--- src/rtl/io_periph_pkg.sv ---
// io_periph_pkg: register offsets, blank pattern and hex-to-segment
// decode shared by the board-IO peripheral and its display scanner.
package io_periph_pkg;

   localparam logic [1:0] REG_LED  = 2'd0;
   localparam logic [1:0] REG_SW   = 2'd1;
   localparam logic [1:0] REG_DATA = 2'd2;
   localparam logic [1:0] REG_CTRL = 2'd3;

   localparam logic [6:0] SEG_BLANK = 7'h7F;

   // Segments {g..a}, active-low.
   function automatic logic [6:0] hex_to_sseg(
      input logic [3:0] nib
   );
      logic [6:0] seg;
      seg = SEG_BLANK;
      unique case (nib)
         4'h0: seg = 7'h40;
         4'h1: seg = 7'h79;
         4'h2: seg = 7'h24;
         4'h3: seg = 7'h30;
         4'h4: seg = 7'h19;
         4'h5: seg = 7'h12;
         4'h6: seg = 7'h02;
         4'h7: seg = 7'h78;
         4'h8: seg = 7'h00;
         4'h9: seg = 7'h10;
         4'hA: seg = 7'h08;
         4'hB: seg = 7'h03;
         4'hC: seg = 7'h46;
         4'hD: seg = 7'h21;
         4'hE: seg = 7'h06;
         4'hF: seg = 7'h0E;
         default: seg = SEG_BLANK;
      endcase
      return seg;
   endfunction

endpackage

--- src/rtl/io_periph_ctrl_sseg_scan.sv ---
// sseg_scan: time-multiplexes NUM_DIGITS hex digits onto one segment bus.
// Ports: clk/rst, digit_data/en/dp from regs; registered sseg, dp, an.
module sseg_scan
   import io_periph_pkg::*;
#(
   parameter int NUM_DIGITS  = 8,
   parameter int REFRESH_DIV = 100000
) (
   input  logic                  clk,
   input  logic                  rst,
   input  logic [31:0]           digit_data,
   input  logic [7:0]            digit_en,
   input  logic [7:0]            digit_dp,
   output logic [6:0]            sseg,
   output logic                  dp,
   output logic [NUM_DIGITS-1:0] an
);

   localparam int CW = $clog2(REFRESH_DIV);
   localparam int IW =
      (NUM_DIGITS > 1) ? $clog2(NUM_DIGITS) : 1;
   localparam logic [CW-1:0] CNT_LAST =
      CW'(REFRESH_DIV - 1);
   localparam logic [IW-1:0] IDX_LAST =
      IW'(NUM_DIGITS - 1);

   logic [CW-1:0]         cnt_q;
   logic [IW-1:0]         idx_q;
   logic                  load_q;
   logic                  tc;
   logic [2:0]            sel;
   logic [3:0]            nib;
   logic [6:0]            sseg_n;
   logic                  dp_n;
   logic [NUM_DIGITS-1:0] an_n;

   assign tc = (cnt_q == CNT_LAST);

   always_comb begin
      sel    = 3'(idx_q);
      nib    = digit_data[{sel, 2'b00} +: 4];
      sseg_n = SEG_BLANK;
      dp_n   = 1'b1;
      an_n   = '1;
      if (digit_en[sel]) begin
         an_n[idx_q] = 1'b0;
         sseg_n      = hex_to_sseg(nib);
         dp_n        = ~digit_dp[sel];
      end
   end

   // load_q is set out of reset so digit 0 gets its first slot,
   // then pulses one cycle after each index step.  Outputs load
   // only then, so register writes land on a slot boundary.
   always_ff @(posedge clk or posedge rst) begin
      if (rst) begin
         cnt_q  <= '0;
         idx_q  <= '0;
         load_q <= 1'b1;
         sseg   <= SEG_BLANK;
         dp     <= 1'b1;
         an     <= '1;
      end else begin
         load_q <= tc;
         if (tc) begin
            cnt_q <= '0;
            if (idx_q == IDX_LAST) idx_q <= '0;
            else                   idx_q <= idx_q + 1'b1;
         end else begin
            cnt_q <= cnt_q + 1'b1;
         end
         if (load_q) begin
            sseg <= sseg_n;
            dp   <= dp_n;
            an   <= an_n;
         end
      end
   end

endmodule

--- src/rtl/io_periph_ctrl.sv ---
// io_periph_ctrl: memory-mapped LEDs, debounced switches, 7-seg display.
// Ports: clk/rst, cs/addr/wdata/we bus, rd_data, sw, sw_change, led, sseg.
module io_periph_ctrl
   import io_periph_pkg::*;
#(
   parameter int NUM_SW       = 16,
   parameter int NUM_LED      = 16,
   parameter int NUM_DIGITS   = 8,
   parameter int REFRESH_DIV  = 100000,
   parameter int DEBOUNCE_DIV = 2000000
) (
   input  logic                  clk_in,
   input  logic                  rst_high_in,
   input  logic                  cs_in,
   input  logic [3:0]            addr_in,
   input  logic [31:0]           wr_data_in,
   input  logic                  we_in,
   output logic [31:0]           rd_data_out,
   input  logic [NUM_SW-1:0]     sw_in,
   output logic                  sw_change_out,
   output logic [NUM_LED-1:0]    led_out,
   output logic [6:0]            sseg_out,
   output logic                  dp_out,
   output logic [NUM_DIGITS-1:0] an_out
);

   localparam int DW = $clog2(DEBOUNCE_DIV);
   localparam logic [DW-1:0] DB_LAST =
      DW'(DEBOUNCE_DIV - 1);
   // Bits belonging to absent digits are forced to 0.
   localparam logic [31:0] DATA_MASK =
      32'((64'd1 << (4 * NUM_DIGITS)) - 64'd1);
   localparam logic [7:0] DIG_MASK =
      8'((16'd1 << NUM_DIGITS) - 16'd1);

   logic [1:0]         reg_sel;
   logic               wr;
   logic               rd;
   logic               addr_unused;
   logic [31:0]        rd_mux;
   logic [NUM_LED-1:0] led_q;
   logic [31:0]        data_q;
   logic [7:0]         en_q;
   logic [7:0]         dp_q;

   logic [NUM_SW-1:0]  sw_meta;
   logic [NUM_SW-1:0]  sw_sync;
   logic [NUM_SW-1:0]  sw_samp;
   logic [NUM_SW-1:0]  sw_deb;
   logic [NUM_SW-1:0]  sw_agree;
   logic [NUM_SW-1:0]  sw_deb_n;
   logic [DW-1:0]      db_cnt;
   logic               db_tc;
   logic               sw_change_q;

   assign reg_sel     = addr_in[3:2];
   assign addr_unused = ^addr_in[1:0];
   assign wr          = cs_in && we_in;
   assign rd          = cs_in && !we_in;

   always_comb begin
      rd_mux = '0;
      unique case (reg_sel)
         REG_LED:  rd_mux = 32'(led_q);
         REG_SW:   rd_mux = 32'(sw_deb);
         REG_DATA: rd_mux = data_q;
         REG_CTRL: rd_mux = {16'h0, dp_q, en_q};
         default:  rd_mux = '0;
      endcase
   end

   always_ff @(posedge clk_in or posedge rst_high_in) begin
      if (rst_high_in) begin
         led_q       <= '0;
         data_q      <= '0;
         en_q        <= '0;
         dp_q        <= '0;
         rd_data_out <= '0;
      end else begin
         if (rd) rd_data_out <= rd_mux;
         if (wr) begin
            unique case (reg_sel)
               REG_LED:
                  led_q <= wr_data_in[NUM_LED-1:0];
               REG_SW: ;
               REG_DATA:
                  data_q <= wr_data_in & DATA_MASK;
               REG_CTRL: begin
                  en_q <= wr_data_in[7:0] & DIG_MASK;
                  dp_q <= wr_data_in[15:8] & DIG_MASK;
               end
               default: ;
            endcase
         end
      end
   end

   // A bit only moves when two consecutive samples agree.
   assign db_tc    = (db_cnt == DB_LAST);
   assign sw_agree = ~(sw_sync ^ sw_samp);
   assign sw_deb_n = (sw_deb & ~sw_agree)
                   | (sw_sync & sw_agree);

   always_ff @(posedge clk_in or posedge rst_high_in) begin
      if (rst_high_in) begin
         sw_meta     <= '0;
         sw_sync     <= '0;
         sw_samp     <= '0;
         sw_deb      <= '0;
         db_cnt      <= '0;
         sw_change_q <= 1'b0;
      end else begin
         sw_meta     <= sw_in;
         sw_sync     <= sw_meta;
         sw_change_q <= 1'b0;
         if (db_tc) begin
            db_cnt      <= '0;
            sw_samp     <= sw_sync;
            sw_deb      <= sw_deb_n;
            sw_change_q <= (sw_deb_n != sw_deb);
         end else begin
            db_cnt <= db_cnt + 1'b1;
         end
      end
   end

   assign sw_change_out = sw_change_q;
   assign led_out       = led_q;

   sseg_scan #(
      .NUM_DIGITS (NUM_DIGITS),
      .REFRESH_DIV(REFRESH_DIV)
   ) u_scan (
      .clk       (clk_in),
      .rst       (rst_high_in),
      .digit_data(data_q),
      .digit_en  (en_q),
      .digit_dp  (dp_q),
      .sseg      (sseg_out),
      .dp        (dp_out),
      .an        (an_out)
   );

endmodule

--- config.mk ---
export PLATFORM = sky130hd
export DESIGN_NAME = io_periph_ctrl
export DESIGN_NICKNAME = d
export VERILOG_FILES = /design/src/rtl/io_periph_pkg.sv /design/src/rtl/io_periph_ctrl_sseg_scan.sv /design/src/rtl/io_periph_ctrl.sv
export SDC_FILE = /design/constraint.sdc
export NUM_CORES = 1
export LEC_CHECK = 0
export BUFFER_PORTS_ARGS = -buffer_cell sky130_fd_sc_hd__buf_4
export CAP_MARGIN = 0
export CELL_PAD_IN_SITES_DETAIL_PLACEMENT = 2
export CELL_PAD_IN_SITES_GLOBAL_PLACEMENT = 2
export CORE_ASPECT_RATIO = 1.75
export CORE_MARGIN = 2
export CORE_UTILIZATION = 35
export DETAILED_ROUTE_END_ITERATION = 7
export PLACE_DENSITY = 0.77
export SYNTH_ARGS = -nofsm -noshare
export SYNTH_HDL_FRONTEND = slang
export SYNTH_SLANG_ARGS = --single-unit
--- constraint.sdc ---
create_clock -name clk_in -period 6.7 [get_ports clk_in]
set_input_delay 0.335 -clock clk_in [delete_from_list [all_inputs] [get_ports clk_in]]
set_output_delay 0.335 -clock clk_in [all_outputs]
set_load 0.01 [all_outputs]
======== Yosys cells after proc, flatten, opt, wreduce, memory -nomap -nowiden ========
Memory sizes are Yosys's and may differ from the RTL's.
Index checks and enable logic that the tools add are counted.
storage, ports and cells
  flip-flop bits (word level) ............. 219
  memory bits (read-only) ................. 112
  bits of input ports ..................... 56
  output and inout port bits .............. 65
  logic and storage cells ................. 61
  memories ................................ 1
memory list
  name              depth  width  rd ports  clocked after Yosys merged registers in  wr ports  line                 source
  (name not given)  16     7      1         0                                        0         io_periph_pkg.sv:18  unique case (nib)
operators by class
  add/sub/neg operators ................... 3
  order comparisons ....................... 2
  equality and inequality tests ........... 7
  shift-type cells ........................ 1
  muxes and demuxes ....................... 14
  bitwise gates (word level) .............. 8
  reduce and logical (&&, ||, !) cells .... 8
operators by type and width
  kind                                                                           count
  32-bit case mux with 4 select lines                                            1
  16-bit AND                                                                     2
  16-bit inverter                                                                2
  32-bit by 6-bit indexed part select with 4-bit output                          1
  21-bit by 1-bit adder with 21-bit output (second input constant)               1
  21-bit == test (second input constant)                                         1
  21-bit 2-to-1 mux                                                              1
  17-bit by 1-bit adder with 17-bit output (second input constant)               1
  17-bit == test (second input constant)                                         1
  17-bit 2-to-1 mux                                                              1
  16-bit inequality test                                                         1
  16-bit OR                                                                      1
  16-bit XOR                                                                     1
  8-bit 2-to-1 mux                                                               1
  8-bit inverter                                                                 1
  7-bit 2-to-1 mux                                                               1
  1-bit binary-select mux with 3-bit select                                      2
  2-bit AND reduction                                                            3
  1-bit 2-to-1 mux                                                               5
  2-bit == test (second input constant)                                          2
  3-bit by 4-bit less-than comparator with 1-bit output (second input constant)  1
  3-bit by 1-bit adder with 3-bit output (second input constant)                 1
  1-bit demux with 3-bit select                                                  1
  3-bit == test (second input constant)                                          1
  other kinds (7)                                                                9

======== Depth between registers and ports, before layout ========
  depth in word-level cells ............... 7
  mapped depth ............................ 11
  gate-level depth less buffers ........... 9

======== By module ========
A second synthesis with hierarchy kept.
unflattened totals
  cell total of the unflattened synthesis .. 727
  area, all modules ....................... 9593.0 µm²
by module, submodules not included
  module          times used  cells an instance  area an instance (µm²)  sequential area each (µm²)
  io_periph_ctrl  1           513                7380.8                  4554.4
  sseg_scan       1           214                2212.1                  947.2

======== Worst setup path before layout ========
OpenSTA, ideal clock, no wires.
  kind .................................... register to register
  start point ............................. reg u_scan.idx_q[1]
  end point ............................... reg u_scan.sseg[3]
  library setup time ...................... 0.092 ns
  data arrival time ....................... 2.171 ns
  data required time ...................... 6.608 ns
  slack ................................... 4.437 ns
  cell stages (with the launch flop) ...... 10
  buffers on the path ..................... 2
  period minus slack after synthesis ...... 2.263 ns
  path through ............................ dfrtp_1 -> buf_2 -> buf_1 -> mux4_2 -> mux2_2 -> inv_1 -> ha_1 -> nor2_1 -> a2111oi_0 -> nor3_1
on the way
  word-level cells in the longest chain between the ends .. 3
  elaborated cells between the ends (all ways) .. 5
  those cells by class .................... 1 x shift; 3 x mux; 1 x memory
RTL lines
  element                                                                                                             line                                                            source
  from (decl)                                                                                                         io_periph_ctrl_sseg_scan.sv:28                                  logic [IW-1:0] idx_q;
  from (signal assigned)                                                                                              io_periph_ctrl_sseg_scan.sv:68                                  else idx_q <= idx_q + 1'b1;
  32-bit by 6-bit indexed part select with 4-bit output or 1-bit binary-select mux with 3-bit select (tied branches)  io_periph_ctrl_sseg_scan.sv:41, io_periph_ctrl_sseg_scan.sv:45
  memory read 16 x 7 bit or 1-bit 2-to-1 mux (tied branches)                                                          -
  7-bit 2-to-1 mux *                                                                                                  io_periph_ctrl_sseg_scan.sv:45                                  if (digit_en[sel]) begin
  to (signal assigned)                                                                                                io_periph_ctrl_sseg_scan.sv:73                                  sseg <= sseg_n;
  to (decl)                                                                                                           io_periph_ctrl_sseg_scan.sv:14                                  output logic [6:0] sseg,
Mark *: on every way between the ends. The rest lies on a longest branch, timed or not. The select of a mux whose other input is x is not followed.
A chain may end at the register's enable or synchronous reset.

======== Worst setup path after layout ========
  start point ............................. reg u_scan.idx_q[0]
  end point ............................... reg u_scan.sseg[3]
Same word-level chain as after synthesis.

==> metrics.md <==
| Metric | Value |
|---|---|
| Leakage Power | 0.00518 uW |
| Top-count cell post-synth | dfrtp_1 |
| Hold endpoint | data_q[24] |
| CTS tree | yes |
| Most common library cells after synthesis | 202 x dfrtp_1, 85 x mux2_2, 62 x nand2_1 |
| Mean Syn Cell Area | 12.4 um2 |
| Netlist cell types | 59 |
| Top-area cell type share of the netlist area | 0.534 |
| Root buf cell | clkbuf_16 |
| Pin count of the biggest net entering global routing | 110 |
| Yosys reg bits | 219 |
| Final setup vio count | 0 |
| Number of global-route vias before repair | 7,677 |
| Die footprint | 0.0284 mm2 |
| Final WS setup | 3.77 ns |
| Core area | 0.0266 mm2 |
| Die extent in x | 128 um |
| Ys flop type | dfrtp_1 |
| PostCTS Resize Cnt | 0 |
| Critical Path End Type | flip-flop |
| Nets | 962 |
| WP data arrival | 3.36 ns |
| CTS buffer count | 22 |
| R2R cell count | 8 |
| Starting Density | 0.356 |
| Placement row count | 79 |
| Worst-margin pin slew | 1.19 ns |
| Status | complete, no violations |
| Via count | 6,666 |
| Hold WC Path Type | in2reg |
| EDFF count, synth | 0 |
| Synth warn | 0 |
| Cell area after layout | 0.0116 mm2 |
| WS Path Type | reg2reg |
| FILL cells | 2,662 |
| Wirelength per Cell | 22.9 um |
| Reg2reg start | u_scan.idx_q[0] |
| WP data required | 7.13 ns |
| TNS Setup | 0 ns |
| Fmax | 341 MHz |
| Max-cap violations | 0 |
| Slew HR | 0.206 |
| Vias/cell | 5.40 |
| Dpl ws | 3.82 ns |
| Final ANT Viol Nets | 0 |
| Max Transition Viols Final | 0 |
| # port buffers | 118 |
| Clk_skew | 0.0176 ns |
| Switching part of the total power | 0.263 |
| Clk Latency, worst-skew pair | 0.52 ns |
| DR iter-0 viols | 301 |
| Pre-Repair DR Iteration Count | 4 |
| Leading area contributor after synthesis | dfrtp_1 |
| Placed cell area | 0.0107 mm2 |
| Global Route Usage Sum | 0.203 |
| Gate power share | 0.145 |
| Worst vdd ir | 0.182 mV |
| Pwr per Cell Area | 285 mW/mm2 |
| Syn Inst Count | 764 |
| Clock power frac | 0.376 |
| Pwr Total | 3300 uW |
| Initial antenna violation count | 1 |
| Die height | 222 um |
| Final worst path period share | 0.437 |
| Syn Nets | 829 |
| Min-delay src | wr_data_in[24] |
| Sequential area share after synthesis | 0.581 |
| Critical path peak fanout | 18 |
| Synth async-reset ratio | 1.00 |
| Dpl hpwl | 19,700 um |
| RSZ-0062 raised after global routing | false |
| Area Growth Syn to Fin | 22.3% |
| Int Power | 2440 uW |
| TritonCTS Sinks | 219 |
| Final Hold Fails | 0 |
| CTS Buffer Depth | 3 |
| Clock slew at the register clock pins of the worst setup and hold paths | 0.07 ns |
| Share of cells above drive strength 1 | 0.325 |
| Reg2reg end | u_scan.sseg[3] |
| Drt drc | 0 |
| Net Sw Power | 869 uW |
| Ports | 121 |
| Startpoint Class | flip-flop |
| Final WL | 28,200 um |
| H-tree levels | 1 |
| Total grt overflow | 0 |
| Reg2Reg Setup Slack | 3.77 ns |
| First-pass GRT wire length | 44,600 um |
| Fin crit period | 2.93 ns |
| Reg power frac | 0.479 |
| Synth top area cells | dfrtp_1 53%, mux2_2 10%, mux4_2 4.8% |
| Hold WS | 0.0429 ns |
| Final GP Congestion | 0.784 |
| Hold Path Depth | 2 |
| Cell Area, Synth | 0.00947 mm2 |
power groups by stage:
stage / registers, uW / logic, uW / clock network [uW]
after global routing: 1600 / 517 / 1330
after detailed placement: 1610 / 473 / 0
after CTS: 1580 / 488 / 1280
after floorplan: 1570 / 246 / 0
final: 1580 / 479 / 1240
after global placement: 1600 / 453 / 0
per-layer routing:
layer | up-vias | share of wire | global-route usage
met2 | 100 | 0.58 | 0.395
met4 | 0 | 0.025 | 0.0617
li1 | 2999 | - | -
met1 | 3531 | 0.37 | 0.223
met5 | - | 0 | 0
met3 | 36 | 0.027 | 0.0236
repair_timing:
item / in CTS / in global routing
buffers inserted: 0 / 0
hold endpoints to repair: 33 / 0
hold buffers: 17 / 0
critical path, stage by stage (launching register included):
cell	delay, ns
dfrtp_1	0.65
buf_4	0.35
mux4_2	0.54
mux2_2	0.35
inv_1	0.14
ha_1	0.21
nor2_1	0.06
a2111oi_0	0.44
nor3_1	0.10
area by class of cell:
cell class,instances,area [um2],area share
well taps,324,405,0.0350
diodes,1,2.50,0.000216
clock buffers,30,652,0.0563
inverters,25,101,0.00875
flip-flops and latches,219,5500,0.475
multi-input cells,487,3740,0.323
repair buffers,142,1110,0.0958
clock inverters,7,65.1,0.00562
metrics by stage:
step,cells,util
2_1_floorplan,764,-
3_3_place_gp,1180,0.402
3_5_place_dp,1180,0.402
4_1_cts,1234,0.435
5_1_grt,1235,0.435
6_report,1235,0.435
logic make-up after synthesis:
family	count (synthesis)	synth area share
compound gates	142	0.0917
xor+xnor	30	0.0277
fa+ha+maj	9	0.0119
buf+inv	58	0.0247
flops	219	0.581
mux	120	0.165
simple gates	186	0.0984
how the worst max path moves through the flow:
stage | startpoint | end | slack (ns) | cells past startpoint
floorplan | rst_high_in | data_q[0] | 0.40 | 1
global placement | u_scan.idx_q[0] | u_scan.sseg[3] | 3.85 | 8
detailed placement | u_scan.idx_q[0] | u_scan.sseg[3] | 3.82 | 8
CTS | u_scan.idx_q[0] | u_scan.sseg[3] | 3.73 | 8
global route | u_scan.idx_q[0] | u_scan.sseg[3] | 3.46 | 8
finish | u_scan.idx_q[0] | u_scan.sseg[3] | 3.77 | 8
cells in the final DEF, fill, tap and decap left out, types with 5 or more instances in the layout:
master         instances
a21oi_1               27
a22o_1                16
a31oi_1                9
and3_1                 5
buf_4                125
clkbuf_16             23
clkbuf_8               5
dfrtp_1              202
dfstp_2               17
dlygate4sd3_1         17
ha_1                   9
inv_1                 24
mux2_2                85
mux2i_1               15
mux4_2                20
nand2_1               62
nand2b_1               7
nand3_1               16
nand4_1                9
nor2_1                43
nor3_1                 7
nor4_1                 9
o21ai_0               56
o22ai_1               16
xnor2_1               13
xor2_1                17
sequential cells by signal (all words and copies together), names as in the netlist, 16 cells and up:
| register | count |
|---|---|
| data_q | 32 |
| db_cnt | 21 |
| led_out | 16 |
| rd_data_out | 32 |
| sw_deb | 16 |
| sw_meta | 16 |
| sw_samp | 16 |
| sw_sync | 16 |
| u_scan.cnt_q | 17 |
Note: power is estimated with default switching activity, not from simulation.
